==> config.mk <==
export PLATFORM = sky130hd
export DESIGN_NAME = poly_stream_arbiter
export DESIGN_NICKNAME = d
export VERILOG_FILES = /design/src/rtl/poly_stream_arbiter.sv
export SDC_FILE = /design/constraint.sdc
export NUM_CORES = 1
export LEC_CHECK = 0
export CORE_AREA = 3 3 345 347
export DETAILED_ROUTE_END_ITERATION = 7
export DIE_AREA = 0 0 348 350
export SYNTH_ARGS = -nofsm -noshare
export SYNTH_HDL_FRONTEND = slang
export SYNTH_SLANG_ARGS = --single-unit
==> constraint.sdc <==
create_clock -name clk -period 1.82 [get_ports clk]
set_input_delay 0.182 -clock clk [delete_from_list [all_inputs] [get_ports clk]]
set_output_delay 0.182 -clock clk [all_outputs]
set_load 0.02 [all_outputs]
==> src/rtl/poly_stream_arbiter.sv <==
// Two-requester polynomial-burst arbiter: grants one AXI-Stream source for a full
// polynomial (BEATS_PER_POLY beats), round-robin between bursts, with a regenerated tlast.
module poly_stream_arbiter #(
    parameter int DWIDTH         = 256,
    parameter int KEEP_WIDTH     = DWIDTH / 8,
    parameter int BEATS_PER_POLY = 16
) (
    input  logic                  clk,
    input  logic                  rst_n,
    input  logic [DWIDTH-1:0]     s0_axis_tdata,
    input  logic [KEEP_WIDTH-1:0] s0_axis_tkeep,
    input  logic                  s0_axis_tvalid,
    input  logic                  s0_axis_tlast,
    output logic                  s0_axis_tready,
    input  logic [DWIDTH-1:0]     s1_axis_tdata,
    input  logic [KEEP_WIDTH-1:0] s1_axis_tkeep,
    input  logic                  s1_axis_tvalid,
    input  logic                  s1_axis_tlast,
    output logic                  s1_axis_tready,
    output logic [DWIDTH-1:0]     m_axis_tdata,
    output logic [KEEP_WIDTH-1:0] m_axis_tkeep,
    output logic                  m_axis_tvalid,
    output logic                  m_axis_tlast,
    input  logic                  m_axis_tready,
    output logic                  m_axis_tid,
    output logic                  busy,
    output logic                  err_tlast
);
    localparam int CW = (BEATS_PER_POLY > 1) ? $clog2(BEATS_PER_POLY) : 1;
    localparam logic [CW-1:0] LAST_BEAT = CW'(BEATS_PER_POLY - 1);

    typedef enum logic [1:0] {IDLE, BURST0, BURST1} state_t;

    state_t        state;
    logic [CW-1:0] cnt;
    logic          last_grant;   // 1 = s1 was served last, so s0 wins a tie
    logic          tid_q;
    logic          err_q;

    logic in0, in1, at_last, hs, sel_tlast;

    assign in0       = (state == BURST0);
    assign in1       = (state == BURST1);
    assign at_last   = (cnt == LAST_BEAT);
    assign sel_tlast = in1 ? s1_axis_tlast : s0_axis_tlast;

    assign m_axis_tvalid  = (in0 & s0_axis_tvalid) | (in1 & s1_axis_tvalid);
    assign m_axis_tdata   = in0 ? s0_axis_tdata : (in1 ? s1_axis_tdata : '0);
    assign m_axis_tkeep   = in0 ? s0_axis_tkeep : (in1 ? s1_axis_tkeep : '0);
    assign m_axis_tlast   = (in0 | in1) & at_last;
    assign s0_axis_tready = in0 & m_axis_tready;
    assign s1_axis_tready = in1 & m_axis_tready;
    assign m_axis_tid     = tid_q;
    assign busy           = (state != IDLE);
    assign err_tlast      = err_q;
    assign hs             = m_axis_tvalid & m_axis_tready;

    always_ff @(posedge clk or negedge rst_n) begin
        if (!rst_n) begin
            state      <= IDLE;
            cnt        <= '0;
            last_grant <= 1'b1;
            tid_q      <= 1'b0;
            err_q      <= 1'b0;
        end else begin
            err_q <= 1'b0;
            case (state)
                IDLE: begin
                    if (s0_axis_tvalid && (!s1_axis_tvalid || last_grant)) begin
                        state <= BURST0;
                        tid_q <= 1'b0;
                    end else if (s1_axis_tvalid) begin
                        state <= BURST1;
                        tid_q <= 1'b1;
                    end
                end
                BURST0, BURST1: begin
                    if (hs) begin
                        // Input tlast is only audited; sequencing uses the beat counter.
                        err_q <= (sel_tlast != at_last);
                        if (at_last) begin
                            cnt        <= '0;
                            last_grant <= in1;
                            state      <= IDLE;
                        end else begin
                            cnt <= cnt + 1'b1;
                        end
                    end
                end
                default: state <= IDLE;
            endcase
        end
    end
endmodule
Word-level counts from Yosys, hierarchy flattened
Index checks and enable logic that the tools add are counted.
{"block": "op_classes", "add_sub_neg": 1, "n_reduce_logical": 11, "n_bitwise": 8, "eq_ne": 7, "muxes": 15}
{"operator": "two-way mux 256 bit", "count": 2}
{"operator": "two-way mux 32 bit", "count": 2}
{"operator": "two-way mux 2 bit", "count": 4}
{"operator": "bitwise AND 1 bit", "count": 6}
{"operator": "AND reduction 3 bit", "count": 2}
{"operator": "two-way mux 1 bit", "count": 5}
{"operator": "adder 4 x 1 -> 4 bit (second input constant)", "count": 1}
{"operator": "equality test 4 bit (second input constant)", "count": 1}
{"operator": "two-way mux 4 bit", "count": 1}
{"operator": "inequality test 2 bit (second input constant)", "count": 2}
{"operator": "case mux 2 bit (2 select lines)", "count": 1}
{"operator": "AND reduction 2 bit", "count": 2}
{"operator": "nonzero test 2 bit", "count": 2}
{"operator": "inequality test 3 bit (second input constant)", "count": 1}
{"operator": "equality test 2 x 1 -> 1 bit (second input constant)", "count": 1}
{"operator": "equality test 2 bit (second input constant)", "count": 1}
{"operator": "logical NOT 2 bit", "count": 1}
{"operator": "bitwise OR 1 bit", "count": 2}
{"operator": "OR reduction 2 bit", "count": 1}
{"operator": "logical AND 1 bit", "count": 1}
{"operator": "logical NOT 1 bit", "count": 1}
{"operator": "logical OR 1 bit", "count": 1}
{"operator": "inequality test 1 bit", "count": 1}
{"block": "totals", "regBits": 9}

Logic depth before layout (Yosys ltp)
Gate-level depths: netlist (run 1).
{"block": "depth", "ltp_word": 6, "depth_mapped": 7}

Least setup slack after synthesis (run 1)
OpenSTA, ideal clock, no wires.
{"block": "synth_path", "path_kind": "reg2out", "startpoint": "register state[0]", "endpoint": "output port m_axis_tdata[143]", "slack_ps": 83, "arrival_time_ps": 1555, "path_buffers": 3, "path_stages_with_launch": 6, "t_required_ps": 1638, "path_cell_list": "dfrtp_1 ha_1 buf_4 buf_4 clkbuf_1 o21ai_0"}
{"block": "synth_between", "elab_chain_len": 3, "elab_cells_between_ends": 4}
{"item": "start, declared", "line_no": "34", "rtl": "state_t state;"}
{"item": "start signal, assigned", "line_no": "60", "rtl": "state <= IDLE;"}
{"item": "start signal, assigned", "line_no": "70", "rtl": "state <= BURST0;"}
{"item": "start signal, assigned", "line_no": "73", "rtl": "state <= BURST1;"}
{"item": "equality test 2 bit", "line_no": "43", "rtl": "assign in1 = (state == BURST1);"}
{"item": "two-way mux 256 bit", "line_no": "48", "rtl": "assign m_axis_tdata = in0 ? s0_axis_tdata : (in1 ? s1_axis_tdata : '0);"}
{"item": "two-way mux 256 bit *", "line_no": "48"}
{"item": "end, declared", "line_no": "20", "rtl": "output logic [DWIDTH-1:0] m_axis_tdata,"}
Mark *: on every way between the ends. The rest lies on a longest branch, timed or not.

Final worst setup path (run 1)
{"block": "layout_path", "startpoint": "register state[0]", "endpoint": "output port m_axis_tkeep[31]"}
{"block": "layout_between", "elab_chain_len": 3, "elab_cells_between_ends": 4}
{"item": "equality test 2 bit", "line_no": "43"}
{"item": "via in1", "line_no": "40", "rtl": "logic in0, in1, at_last, hs, sel_tlast;"}
{"item": "two-way mux 32 bit (2 in a row)", "line_no": "49", "rtl": "assign m_axis_tkeep = in0 ? s0_axis_tkeep : (in1 ? s1_axis_tkeep : '0);"}
{"item": "end, declared", "line_no": "21", "rtl": "output logic [KEEP_WIDTH-1:0] m_axis_tkeep,"}
The timed path passes the listed nets, and every way through them passes these cells.

==> impl_metrics.py, run 1 <==
metrics = {
    "status": {
        "status": "finished, violations left",
        "violations": "negative setup slack",
    },
    "route": {
        "vias": 11500,
        "met1_length_mm": 37.4,
        "first_pass_iters": 5,
        "drt_iter0_drc": 798,
        "avgViaCountPerCell": 3.23,
        "top_layer_used": "met5",
        "wirelength_mm": 98.1,
        "wl_met3_mm": 16.2,
        "wl_per_cell_um": 27.5,
        "drcViolationCount": 0,
        "ant_nets": 0,
        "route.met2.wl_mm": 42.9,
    },
    "cells_and_area": {
        "layout_commonest_cell": "clkdlybuf4s50_1",
        "syn2layout_area_growth_pct": 327,
        "drive_above_1_share": 0.353,
        "finalNonFillerCells": 3564,
        "final_util": 0.171,
        "layout_common_cells": "clkdlybuf4s50_1, nand2_1, buf_4, buf_12, o21ai_2",
        "final_nets": 2606,
    },
    "pwr": {
        "p_per_area_nw_per_um2": 1580,
        "cellLeakagePower_nw": 7.76,
        "irDropWorstVdd_uv": 892,
    },
    "place": {
        "gp_congestion": 0.949,
        "dpl.hpwl_mm": 86.6,
        "dp_cells": 3450,
        "port_buffers": 877,
    },
    "yosys": {
        "syn_inst": 1011,
        "synthFlopType": "dfrtp_1",
        "synth_nets": 1598,
        "ys_warn_count": 0,
        "ys_async_sr_fraction": 1.00,
        "avgSynthCellArea_um2": 4.61,
        "synth_edf_count": 0,
        "ys_ff_latch": 9,
        "syn_area_um2": 4660,
        "yosysUniqueCellTypes": 35,
        "synth_seq_area_share": 0.0486,
    },
    "floorplan": {
        "row_count": 125,
        "start_util": 0.0401,
        "coreArea_um2": 116000,
        "die_w_um": 348,
        "fp.dieH_um": 350,
        "fp.dieArea_um2": 122000,
        "io_pins": 878,
    },
    "timing": {
        "fin_crit_ps": 2150,
        "hold_viol": 0,
        "max_freq_mhz": 465,
        "slew_headroom": 0.702,
        "rsz0062_at_grt": "true",
        "tightestPinTransition_ps": 446,
        "slew_violations": 0,
        "setup_viol": 296,
        "clock_skew_ps": 2.19,
        "period_share": 1.18,
        "worst_slack_ps": -329,
    },
    "worst_setup_path": {
        "path_common_cell": "buf_12",
        "rrSetupSlack_ps": -240,
        "crit_path_end_kind": "output port",
        "crit_chain": "inv_2, ha_4, buf_12, buf_16, buf_12, clkbuf_16, nand2_4, o21ai_2, buf_4, buf_12",
        "crit_path_start_kind": "register",
        "crit_type": "reg -> out",
        "cp.required_ps": 1640,
        "cpPeakStageDelay_ps": 420,
        "reg2reg_depth": 8,
        "crit_arrival_ps": 1970,
        "path_max_fanout": 7,
        "slowest_stage": "dfrtp_1",
    },
    "worst_hold_path": {
        "worst_hold_path_type": "in -> async",
    },
    "cts": {
        "worstSkewPairLatency_ps": 240,
        "max-clock-path-buffers": 2,
        "cts.sinks": 9,
        "path_clk_slew_ps": 40,
        "cts_hold_buf": 0,
        "htreeDepth": 1,
        "cts-root-buf": "clkbuf_16",
        "numCtsBuffers": 3,
        "tritoncts": "built",
    },
    "global_route": {
        "grt.overflow.total": 0,
        "track_usage": 0.148,
        "grt_first_pass_wirelength_mm": 116,
        "grt_pass1_vias": 10600,
        "grt_start_max_net_pins": 54,
        "antenna_found_initial": 95,
    },
    "run": {
        "maxCapViolations": 0,
    },
}
==> cells in the mapped netlist, types with 3 or more instances <==
| library cell | instances | area, µm² |
|---|---|---|
| o21ai_0 | 180 | 901 |
| nand2_1 | 576 | 2160 |
| inv_1 | 4 | 15.0 |
| o21ai_1 | 110 | 551 |
| buf_4 | 9 | 67.6 |
| dfrtp_1 | 8 | 200 |
| and2_1 | 3 | 18.8 |
| ha_1 | 4 | 50.1 |
| buf_2 | 82 | 410 |
| clkbuf_1 | 5 | 18.8 |
==> state kept, by name, indices dropped and copies added (netlist names) <==
name	count
err_tlast	1
state	2
m_axis_tid	1
cnt	4
last_grant	1
==> worst paths after layout <==
kind | start | endpoint
setup / recovery | state[0] | m_axis_tkeep[31]
hold / removal | rst_n | m_axis_tid
setup reg to reg | state[0] | cnt[0]
hold reg to reg | cnt[3] | cnt[3]
max in group asynchronous | rst_n | last_grant
min in group clk | cnt[3] | cnt[3]
==> layer usage <==
metal | track usage | up-vias
met5 | 0 | -
li1 | - | 5347
met2 | 0.230 | 757
met4 | 0.00997 | 40
met1 | 0.165 | 5197
met3 | 0.116 | 163
==> where the power goes <==
part           total, W  switching [W]  internal, W
registers      0.000370      0.0000816     0.000288
logic            0.0307         0.0156       0.0151
clock network  0.000390      0.0000970     0.000293
==> kinds of logic (layout without fill, tap and decap cells) <==
kind of cell	after synthesis	in the layout	share of synthesized area
buf+inv	101	1108	0.112
fa+ha+maj	4	4	0.0108
compound gates	299	299	0.327
flops	9	9	0.0486
mux	4	4	0.0102
xor+xnor	2	2	0.00376
simple gates	592	592	0.487
other cells	0	22	0
==> metrics by stage <==
step           total power, W  TNS (ps)  area (µm²)  setup slack [ps]  hold WS (ps)
2_1_floorplan         0.00919         0        4660              83.0          -114
3_3_place_gp           0.0267    -65010       17500              -505           487
3_5_place_dp           0.0268    -70940       17500              -531           508
4_1_cts                0.0289    -68270       18200              -393           271
5_1_grt                0.0335    -79480       19800              -400           295
6_report               0.0314    -54020       19900              -329           263
==> final cells by class <==
cell class / count / area (µm²)
inverter: 4 / 15.0
timing repair buffer: 1100 / 12700
antenna: 22 / 55.1
fill: 13100 / 96300
clock buffer: 4 / 78.8
sequential: 9 / 226
multi-input combinational: 901 / 4900
tap: 1524 / 1910
==> worst max-delay path: cells and delay by family, from the launching register on <==
| family | cells | cell delay, ps |
|---|---|---|
| buffers and inverters | 7 | 920 |
| flip-flops | 1 | 420 |
| adder cells (fa/ha/maj) | 1 | 180 |
| AO/OA/AOI/OAI | 1 | 150 |
| AND/OR/NAND/NOR | 1 | 40 |
==> what timing repair did <==
action,in CTS,in global routing
pin swaps,11,35
gates resized for setup,696,479
endpoints found under the hold margin,0,0
gates cloned,11,19
endpoints found under the setup margin,292,298
setup buffers,22,47
(Power assumes the default switching activity.)
==> inputs of run 2 (changes only) <==
--- a/config.mk
+++ b/config.mk
@@ -6,6 +6,7 @@
 export NUM_CORES = 1
 export LEC_CHECK = 0
 export CORE_AREA = 3 3 345 347
+export CTS_BUF_LIST = sky130_fd_sc_hd__clkbuf_16
 export DETAILED_ROUTE_END_ITERATION = 7
 export DIE_AREA = 0 0 348 350
 export SYNTH_ARGS = -nofsm -noshare
==> run 2 against run 1 <==
The flow still finishes with violations (negative setup slack). Sequential share of layout area stayed put. Core utilization unchanged. Via count about the same. Non-clock buffer count stayed put. Sequential power barely moved. Maximum frequency is essentially flat. Final cell count unchanged. Cell area unchanged. Worst setup slack improved by 1.5 ps. Global-route usage stayed put. Clock skew about the same. Highest routed layer unchanged.
==> impl_metrics.py, run 2 (synthesis gave the netlist of run 1 again) <==
metrics = {
    "route": {
        "wl_per_cell_um": 27.5,
        "first_pass_iters": 5,
        "drt_iter0_drc": 798,
        "avgViaCountPerCell": 3.23,
        "vias": 11500,
        "drcViolationCount": 0,
        "ant_nets": 0,
        "wirelength_mm": 98.1,
    },
    "cts": {
        "cts-root-buf": "clkbuf_16",
        "numCtsBuffers": 3,
        "cts_hold_buf": 0,
        "max-clock-path-buffers": 2,
        "worstSkewPairLatency_ps": 240,
        "path_clk_slew_ps": 40,
        "cts.sinks": 9,
        "htreeDepth": 1,
        "tritoncts": "built",
    },
    "timing": {
        "holdWs_ps": 263,
        "worst_slack_ps": -328,
        "period_share": 1.18,
        "clock_skew_ps": 1.88,
        "max_freq_mhz": 466,
        "hold_viol": 0,
        "fin_crit_ps": 2150,
        "setup_viol": 296,
        "slew_headroom": 0.702,
        "tightestPinTransition_ps": 446,
        "slew_violations": 0,
        "rsz0062_at_grt": "true",
    },
    "cells_and_area": {
        "syn2layout_area_growth_pct": 327,
        "layout_common_cells": "clkdlybuf4s50_1, nand2_1, buf_4, buf_12, o21ai_2",
        "final_util": 0.171,
        "fin_area_um2": 19900,
        "largest_register_ffs": 4,
        "drive_above_1_share": 0.353,
        "reg_top3": "cnt: 4 flops, state: 2 flops",
        "top_register": "cnt",
        "final_nets": 2606,
        "layout_commonest_cell": "clkdlybuf4s50_1",
    },
    "worst_hold_path": {
        "worst_hold_path_type": "in -> async",
    },
    "floorplan": {
        "fp.dieArea_um2": 122000,
        "io_pins": 878,
        "row_count": 125,
        "start_util": 0.0401,
        "die_w_um": 348,
        "fp.dieH_um": 350,
        "coreArea_um2": 116000,
    },
    "worst_setup_path": {
        "rrSetupSlack_ps": -230,
        "reg2reg_to": "cnt[0]",
        "crit_path_start_kind": "register",
        "crit_path_end_kind": "output port",
        "reg2reg_depth": 8,
        "r2r_start": "state[0]",
        "crit_type": "reg -> out",
        "crit_arrival_ps": 1970,
        "path_max_fanout": 7,
        "cp.required_ps": 1640,
    },
    "pwr": {
        "irDropWorstVdd_uv": 893,
        "cellLeakagePower_nw": 7.76,
        "p_switching_w": 0.0157,
        "pwr-share-clk": 0.012,
        "seqPwrFrac": 0.012,
        "p_total_w": 0.0314,
        "switching_share": 0.501,
        "p_per_area_nw_per_um2": 1580,
        "pwr-share-comb": 0.976,
        "internal_power_w": 0.0157,
    },
    "global_route": {
        "grt_first_pass_wirelength_mm": 116,
        "antenna_found_initial": 95,
        "grt.overflow.total": 0,
        "track_usage": 0.148,
        "grt_start_max_net_pins": 54,
        "grt_pass1_vias": 10600,
    },
    "place": {
        "dpl.hpwl_mm": 86.6,
        "dpl-instance-area_um2": 17500,
        "gp_congestion": 0.949,
        "port_buffers": 877,
    },
    "status": {
        "status": "finished, violations left",
        "violations": "negative setup slack",
    },
    "run": {
        "maxCapViolations": 0,
    },
}
-- run 2: cell count changes in the layout (fill, tap and decap cells not counted), sizes merged --
cell,delta
clkbuf,-1
inv,+1
-- run 2: power groups by stage --
stage	registers (W)	clock network, W	logic (W)
global placement	0.000357	0	0.0264
global route	0.000380	0.000403	0.0327
floorplan	0.000357	0	0.00883
finish	0.000370	0.000383	0.0307
detailed placement	0.000367	0	0.0264
CTS	0.000369	0.000394	0.0281
-- run 2: stage by stage --
stage / TNS, ps / setup WS [ps] / instances
after floorplan: 0 / 83.0 / 1011
after global placement: -65010 / -505 / 3450
after detailed placement: -70940 / -531 / 3450
after CTS: -68300 / -393 / 3487
after global routing: -79510 / -400 / 3546
final: -53810 / -328 / 3564
-- run 2: how the worst max path moves through the flow --
| stage | start | end | slack (ps) | depth (start not counted) |
|---|---|---|---|---|
| floorplan | state[0] | m_axis_tdata[143] | 80 | 5 |
| global placement | state[0] | m_axis_tdata[136] | -510 | 7 |
| detailed placement | state[0] | m_axis_tdata[136] | -530 | 7 |
| CTS | state[0] | m_axis_tkeep[19] | -390 | 9 |
| global route | state[1] | m_axis_tkeep[29] | -400 | 9 |
| finish | state[0] | m_axis_tkeep[31] | -330 | 10 |
-- run 2: cell type report --
cell class	instances	area, µm²
inverter	4	15.0
tap	1524	1910
clock inverter	1	3.75
fill	13100	96300
multi-input combinational	901	4900
antenna	22	55.1
timing repair buffer	1100	12700
sequential	9	226
clock buffer	3	75.1
-- run 2: routing by layer --
| layer | vias up | routed length, µm | share of wire | track usage |
|---|---|---|---|---|
| li1 | 5351 | - | - | - |
| met1 | 5190 | 37000 | 0.38 | 0.165 |
| met2 | 756 | 42900 | 0.44 | 0.230 |
| met3 | 163 | 16500 | 0.17 | 0.116 |
| met4 | 40 | 1410 | 0.014 | 0.00997 |
| met5 | - | 243 | 0.0025 | 0 |
-- run 2: what timing repair did --
item,CTS,global route
cloned,11,19
setup endpoints to repair,292,298
buffers inserted,22,47
pin swaps,11,35
gates resized for setup,696,479
-- run 2: worst max-delay path: stages (launching register included) --
cell,delay [ps]
dfrtp_1,420
inv_2,100
ha_4,180
buf_12,140
buf_16,140
buf_12,130
clkbuf_16,160
nand2_4,40
o21ai_2,150
buf_4,140
buf_12,110
